<file path="config.mk">
export PLATFORM = sky130hd
export DESIGN_NAME = sigmoid_inverse_pwl_flat
export DESIGN_NICKNAME = d
export VERILOG_FILES = /design/src/rtl/sigmoid_inverse_pwl_if.sv /design/src/rtl/sigmoid_inverse_pwl.sv /design/src/flat_wrapper.sv
export SDC_FILE = /design/constraint.sdc
export NUM_CORES = 1
export LEC_CHECK = 0
export BUFFER_PORTS_ARGS = -buffer_cell sky130_fd_sc_hd__buf_2
export CAP_MARGIN = 10
export CORE_MARGIN = 1.5
export CORE_UTILIZATION = 34
export DETAILED_ROUTE_END_ITERATION = 10
export GPL_TIMING_DRIVEN = 0
export HOLD_SLACK_MARGIN = 0.08
export PLACE_DENSITY = 0.51
export SYNTH_ARGS = -nofsm -noshare
export SYNTH_HDL_FRONTEND = slang
export SYNTH_SLANG_ARGS = --single-unit
</file>
<file path="constraint.sdc">
create_clock -name clk -period 4.86 [get_ports clk]
set_clock_uncertainty 0.05 [all_clocks]
set_input_delay 0.486 -clock clk [delete_from_list [all_inputs] [get_ports clk]]
set_output_delay 0.486 -clock clk [all_outputs]
set_load 0.01 [all_outputs]
</file>
<file path="src/rtl/sigmoid_inverse_pwl_if.sv">
// rtl/sigmoid_inverse_pwl_if.sv - valid/ready stream bundle for the inverse sigmoid unit
interface sigmoid_inverse_pwl_if #(
   parameter int DATA_W = 32
);
   logic              in_valid;
   logic              in_ready;
   logic [DATA_W-1:0] y;
   logic              out_valid;
   logic              out_ready;
   logic [DATA_W-1:0] x;

   modport master (
      output in_valid, y, out_ready,
      input  in_ready, out_valid, x
   );

   modport slave (
      input  in_valid, y, out_ready,
      output in_ready, out_valid, x
   );
endinterface

</file>
<file path="src/rtl/sigmoid_inverse_pwl.sv">
// rtl/sigmoid_inverse_pwl.sv - 3-stage piecewise-linear logit (inverse sigmoid) pipeline
module sigmoid_inverse_pwl #(
   parameter int DATA_W = 32,
   parameter int ONE    = 1872,
   parameter int HALF   = 936,
   parameter int X_SAT  = 13549
) (
   input  logic                 clk,
   input  logic                 reset,
   sigmoid_inverse_pwl_if.slave bus
);
   // Segment table shared with the forward sigmoid path.
   function automatic logic [DATA_W-1:0] thr(input int idx);
      case (idx)
         0: thr = DATA_W'(936);
         1: thr = DATA_W'(1434);
         2: thr = DATA_W'(1687);
         3: thr = DATA_W'(1783);
         4: thr = DATA_W'(1827);
         5: thr = DATA_W'(1849);
         6: thr = DATA_W'(1858);
         7: thr = DATA_W'(1864);
         default: thr = DATA_W'(1872);
      endcase
   endfunction

   function automatic logic [DATA_W-1:0] icpt(input logic [2:0] idx);
      case (idx)
         3'd0: icpt = DATA_W'(936);
         3'd1: icpt = DATA_W'(1185);
         3'd2: icpt = DATA_W'(1434);
         3'd3: icpt = DATA_W'(1609);
         3'd4: icpt = DATA_W'(1719);
         3'd5: icpt = DATA_W'(1785);
         3'd6: icpt = DATA_W'(1821);
         default: icpt = DATA_W'(1843);
      endcase
   endfunction

   logic              en;
   logic              v1, v2, v3;
   logic              neg1, neg2;
   logic [DATA_W-1:0] yf1;
   logic              sat2;
   logic [2:0]        k2;
   logic [DATA_W-1:0] d2;
   logic [DATA_W-1:0] x3;

   // Global stall: any blocked output freezes every stage, bubbles included.
   assign en           = !v3 || bus.out_ready;
   assign bus.in_ready = en;
   assign bus.out_valid = v3;
   assign bus.x        = x3;

   logic [2:0]        k_sel;
   logic              sat_sel;
   logic [DATA_W-1:0] mag;

   always_comb begin
      k_sel = 3'd0;
      for (int i = 1; i < 8; i++) begin
         if (yf1 >= thr(i)) k_sel = 3'(i);
      end
      sat_sel = (yf1 >= DATA_W'(ONE));
   end

   always_comb begin
      mag = sat2 ? DATA_W'(X_SAT) : (d2 << ({1'b0, k2} + 4'd2));
   end

   always_ff @(posedge clk) begin
      if (reset) begin
         v1   <= 1'b0;
         v2   <= 1'b0;
         v3   <= 1'b0;
         neg1 <= 1'b0;
         neg2 <= 1'b0;
         yf1  <= '0;
         sat2 <= 1'b0;
         k2   <= 3'd0;
         d2   <= '0;
         x3   <= '0;
      end else if (en) begin
         v1 <= bus.in_valid;
         if (bus.y >= DATA_W'(HALF)) begin
            neg1 <= 1'b0;
            yf1  <= bus.y;
         end else begin
            neg1 <= 1'b1;
            yf1  <= DATA_W'(ONE) - bus.y;
         end

         v2   <= v1;
         neg2 <= neg1;
         sat2 <= sat_sel;
         k2   <= k_sel;
         d2   <= yf1 - icpt(k_sel);

         // One's-complement negation matches the forward path's ~x folding.
         v3 <= v2;
         x3 <= neg2 ? ~mag : mag;
      end
   end
endmodule

</file>
<file path="src/flat_wrapper.sv">
// flat-port wrapper written by rule: the top's interface ports become plain ports
module sigmoid_inverse_pwl_flat 
#(
   parameter int DATA_W = 32,
   parameter int ONE    = 1872,
   parameter int HALF   = 936,
   parameter int X_SAT  = 13549
)
  (clk, reset, bus_in_valid, bus_y, bus_out_ready, bus_in_ready, bus_out_valid, bus_x);
  sigmoid_inverse_pwl_if #(.DATA_W(DATA_W)) bus_i ();
  input  logic clk;
  input  logic reset;
  input wire logic [$bits(bus_i.in_valid)-1:0] bus_in_valid;
  input wire logic [$bits(bus_i.y)-1:0] bus_y;
  input wire logic [$bits(bus_i.out_ready)-1:0] bus_out_ready;
  output wire logic [$bits(bus_i.in_ready)-1:0] bus_in_ready;
  output wire logic [$bits(bus_i.out_valid)-1:0] bus_out_valid;
  output wire logic [$bits(bus_i.x)-1:0] bus_x;
  assign bus_i.in_valid = bus_in_valid;
  assign bus_i.y = bus_y;
  assign bus_i.out_ready = bus_out_ready;
  assign bus_in_ready = bus_i.in_ready;
  assign bus_out_valid = bus_i.out_valid;
  assign bus_x = bus_i.x;
  sigmoid_inverse_pwl #(.DATA_W(DATA_W), .ONE(ONE), .HALF(HALF), .X_SAT(X_SAT)) u_core (.clk(clk), .reset(reset), .bus(bus_i));
endmodule
</file>
==> results.cfg <==
[place]
gp_congestion = 0.9197
hpwlAfterDp_mm = 16.11
numPortBuffers = 68
dpl_cell_area_sq_um = 7441

[sta]
period_needed_ps = 4598
finalCritPeriodShare_pct = 94.61
fmaxAchievable_mhz = 217.5
hold_viol = 0
slew_violations = 0
slew_headroom_pct = 45.84
setup_viol = 0
rsz0062_at_grt = no
worstMarginPinSlew_ps = 812.3
setup_tns_ps = 0

[floorplan]
ios = 70
start_util_pct = 34.67
die_h_um = 144.1
core_sq_um = 19530
fp-row-count = 51
dieWidth_um = 144.1
dieArea_sq_um = 20760

[cts]
htreeDepth = 3
cts_buffer_depth = 2
clock_latency_ps = 360
cts_made_buffers = 9
root_buffer = clkbuf_16
clock_sinks = 105
cts_tree = built
cts_hold_buf = 0
path_clk_slew_ps = 80

[power]
power_density_nw_per_um2 = 278.2
vdd_drop_max_uv = 188.9
p_leak_uw = 0.003193

[synth]
yosysUniqueCellTypes = 66
synthTopCellsByArea = dfxtp_1 31%, nand2_1 6.4%, a211oi_1 6.1%
avgSynthCellArea_sq_um = 8.165
synth_cells = 829
synth.largest_area_cell = dfxtp_1
synth_seq_cells = 105
synth-seq-area-share_pct = 31.05
netlist_area_sq_um = 6769
async_flop_share_pct = 0
yosysMostFrequentCell = nand2_1
synth-edff-count = 0
yosys_warnings = 0
synth_top_area_share_pct = 31.05
ys.flop_type = dfxtp_1
yosys-top-cells-count = 116 x nand2_1, 105 x dfxtp_1, 101 x nor2_1, 59 x a21oi_1, 55 x a211oi_1
syn_nets = 879

[global_route]
track_usage_pct = 20.24
grt_pass1_vias = 5740
grt_max_degree = 19
grt_pass1_wl_mm = 32.22
gr-total-overflow = 0
antenna_found_initial = 0

[detailed_routing]
first_pass_iters = 5
drt_iter0_drc = 347
routed_wl_mm = 20.61
ant_nets = 0
drcViolationCount = 0
vias_per_cell = 5.306
wl_per_cell_um = 17.45
vias = 6266

[critical_path]
critPathLaunchType = flop
critPathKind = flop to flop
cpMaxStageDelayCell = or4b_4
cp.arrival_ps = 4810
crit_path_end_kind = flop
cp_max_fo = 10
crit_path_cell_trace = buf_2 -> nor4_4 -> nand4_2 -> or4b_4 -> buf_6 -> o21bai_4 -> a21o_1 -> o211a_1 -> ha_1 -> a21o_1 -> nand2_1 -> nand3_1 -> a21oi_4 -> buf_4 -> nand2_1 -> or3_2 -> a311oi_1
critical-path-max-stage-delay_ps = 560
crit_required_ps = 5070
crit_family = simple AND/OR/NAND/NOR gates
cp_num_buf_inv = 3

[hold_path]
hp-class = input pin to flop

[layout]
layout.cell_area.non_filler_sq_um = 7810
fin_nets = 961
drive_above_1_share_pct = 18.23
diodes = 0
fin_util_pct = 40.00
syn_to_final_growth_pct = 15.38
multi_input_area_sq_um = 4407
seq_area_sq_um = 2102
nFillCells = 2095

[status]
run_status = finished clean

[job]
drv_cap = 0
-- per-stage QoR --
| stage | instances | power (uW) | setup slack [ps] | hold WS, ps |
|---|---|---|---|---|
| after floorplan | 829 | 1307 | 768.8 | 369.6 |
| after global placement | 1162 | 1462 | -226.9 | 389.2 |
| after detailed placement | 1162 | 1460 | -279.9 | 393.7 |
| after CTS | 1178 | 2183 | 26.78 | 316.0 |
| after global routing | 1181 | 2277 | 62.42 | 317.2 |
| final | 1181 | 2173 | 261.9 | 319.4 |
-- what timing repair did --
| action | 4_1_cts | 5_1_grt |
|---|---|---|
| buffers inserted | 0 | 2 |
| hold endpoints to repair | 0 | 0 |
| gates cloned | 0 | 0 |
| gates resized for setup | 6 | 12 |
| setup endpoints to repair | 15 | 16 |
| pin swaps | 0 | 3 |
-- report_power, final --
| group | total, uW | leakage, uW | internal, uW | switching (uW) |
|---|---|---|---|---|
| registers | 981 | 0.000869 | 920 | 60.9 |
| clock network | 721 | 0.000141 | 369 | 352 |
| logic | 470 | 0.00218 | 203 | 267 |
-- metal layers --
metal,global-route usage (%),wire (um),share of wire (%)
met2,31.70,9274,45
met4,6.982,510,2.5
met3,3.543,772,3.7
met1,27.94,10050,49
met5,0,0,0
-- worst reg2reg max path, delay by kind of cell, from the launching register on --
family | cells | cell delay (ps)
AOI/OAI and AO/OA | 6 | 1360
adders and majority gates | 1 | 360
and+or+nand+nor | 7 | 1850
buffers and inverters | 3 | 570
DFF | 1 | 300
-- layout by cell type, fill, tap and decap left out, types with 3 or more instances in the layout --
master,n
buf_4,3
ha_1,13
nand3b_1,4
xnor2_1,20
nand3_1,13
nand4_1,3
a31oi_1,5
or2_2,5
buf_1,7
a22oi_1,17
inv_1,12
nor3_1,10
a311oi_1,5
mux2_2,26
buf_6,3
xor2_1,38
nand2b_1,6
a21oi_1,55
a211oi_1,55
o31ai_1,4
clkbuf_16,9
nor2b_1,8
a21oi_2,3
o211ai_1,4
o21ai_1,3
nor2_1,101
nor4_1,14
clkbuf_1,43
mux2i_1,23
buf_2,76
and3_1,3
o21ai_0,25
a21o_1,4
or3_1,6
nand2_1,116
dfxtp_1,105
mux4_2,16
-- flip-flops by register name, indices dropped and copies added, names as in the netlist, 3 cells and up --
name,count
u_core.bus.x,32
u_core.d2,32
u_core.yf1,32
u_core.k2,3
-- cell families after synthesis --
group                    share of synthesized area (%)
adder cells (fa/ha/maj)                          2.699
flip-flops                                       31.05
buffers and inverters                            4.621
AND/OR/NAND/NOR                                  21.46
multiplexers                                     13.05
AO/OA/AOI/OAI                                    19.61
XOR/XNOR                                         7.505
-- final cells by class --
cell class | count | area share (%)
inverter | 13 | 0.6248
multi-input combinational | 649 | 56.42
sequential | 105 | 26.91
timing repair buffer | 71 | 4.614
clock buffer | 10 | 3.060
tap | 265 | 4.245
buffer | 62 | 3.476
clock inverter | 6 | 0.6408
-- path summary, 6_finish.rpt --
| check | from | endpoint | slack, ps | cells after the start |
|---|---|---|---|---|
| setup / recovery | u_core.yf1[11] | u_core.d2[15] | 260 | 17 |
| hold / removal | bus_y[15] | u_core.yf1[15] | 320 | 3 |
| setup reg to reg | u_core.yf1[11] | u_core.d2[15] | 260 | 17 |
| hold reg to reg | u_core.bus.x[13] | u_core.bus.x[13] | 400 | 2 |
(Power assumes the default switching activity.)
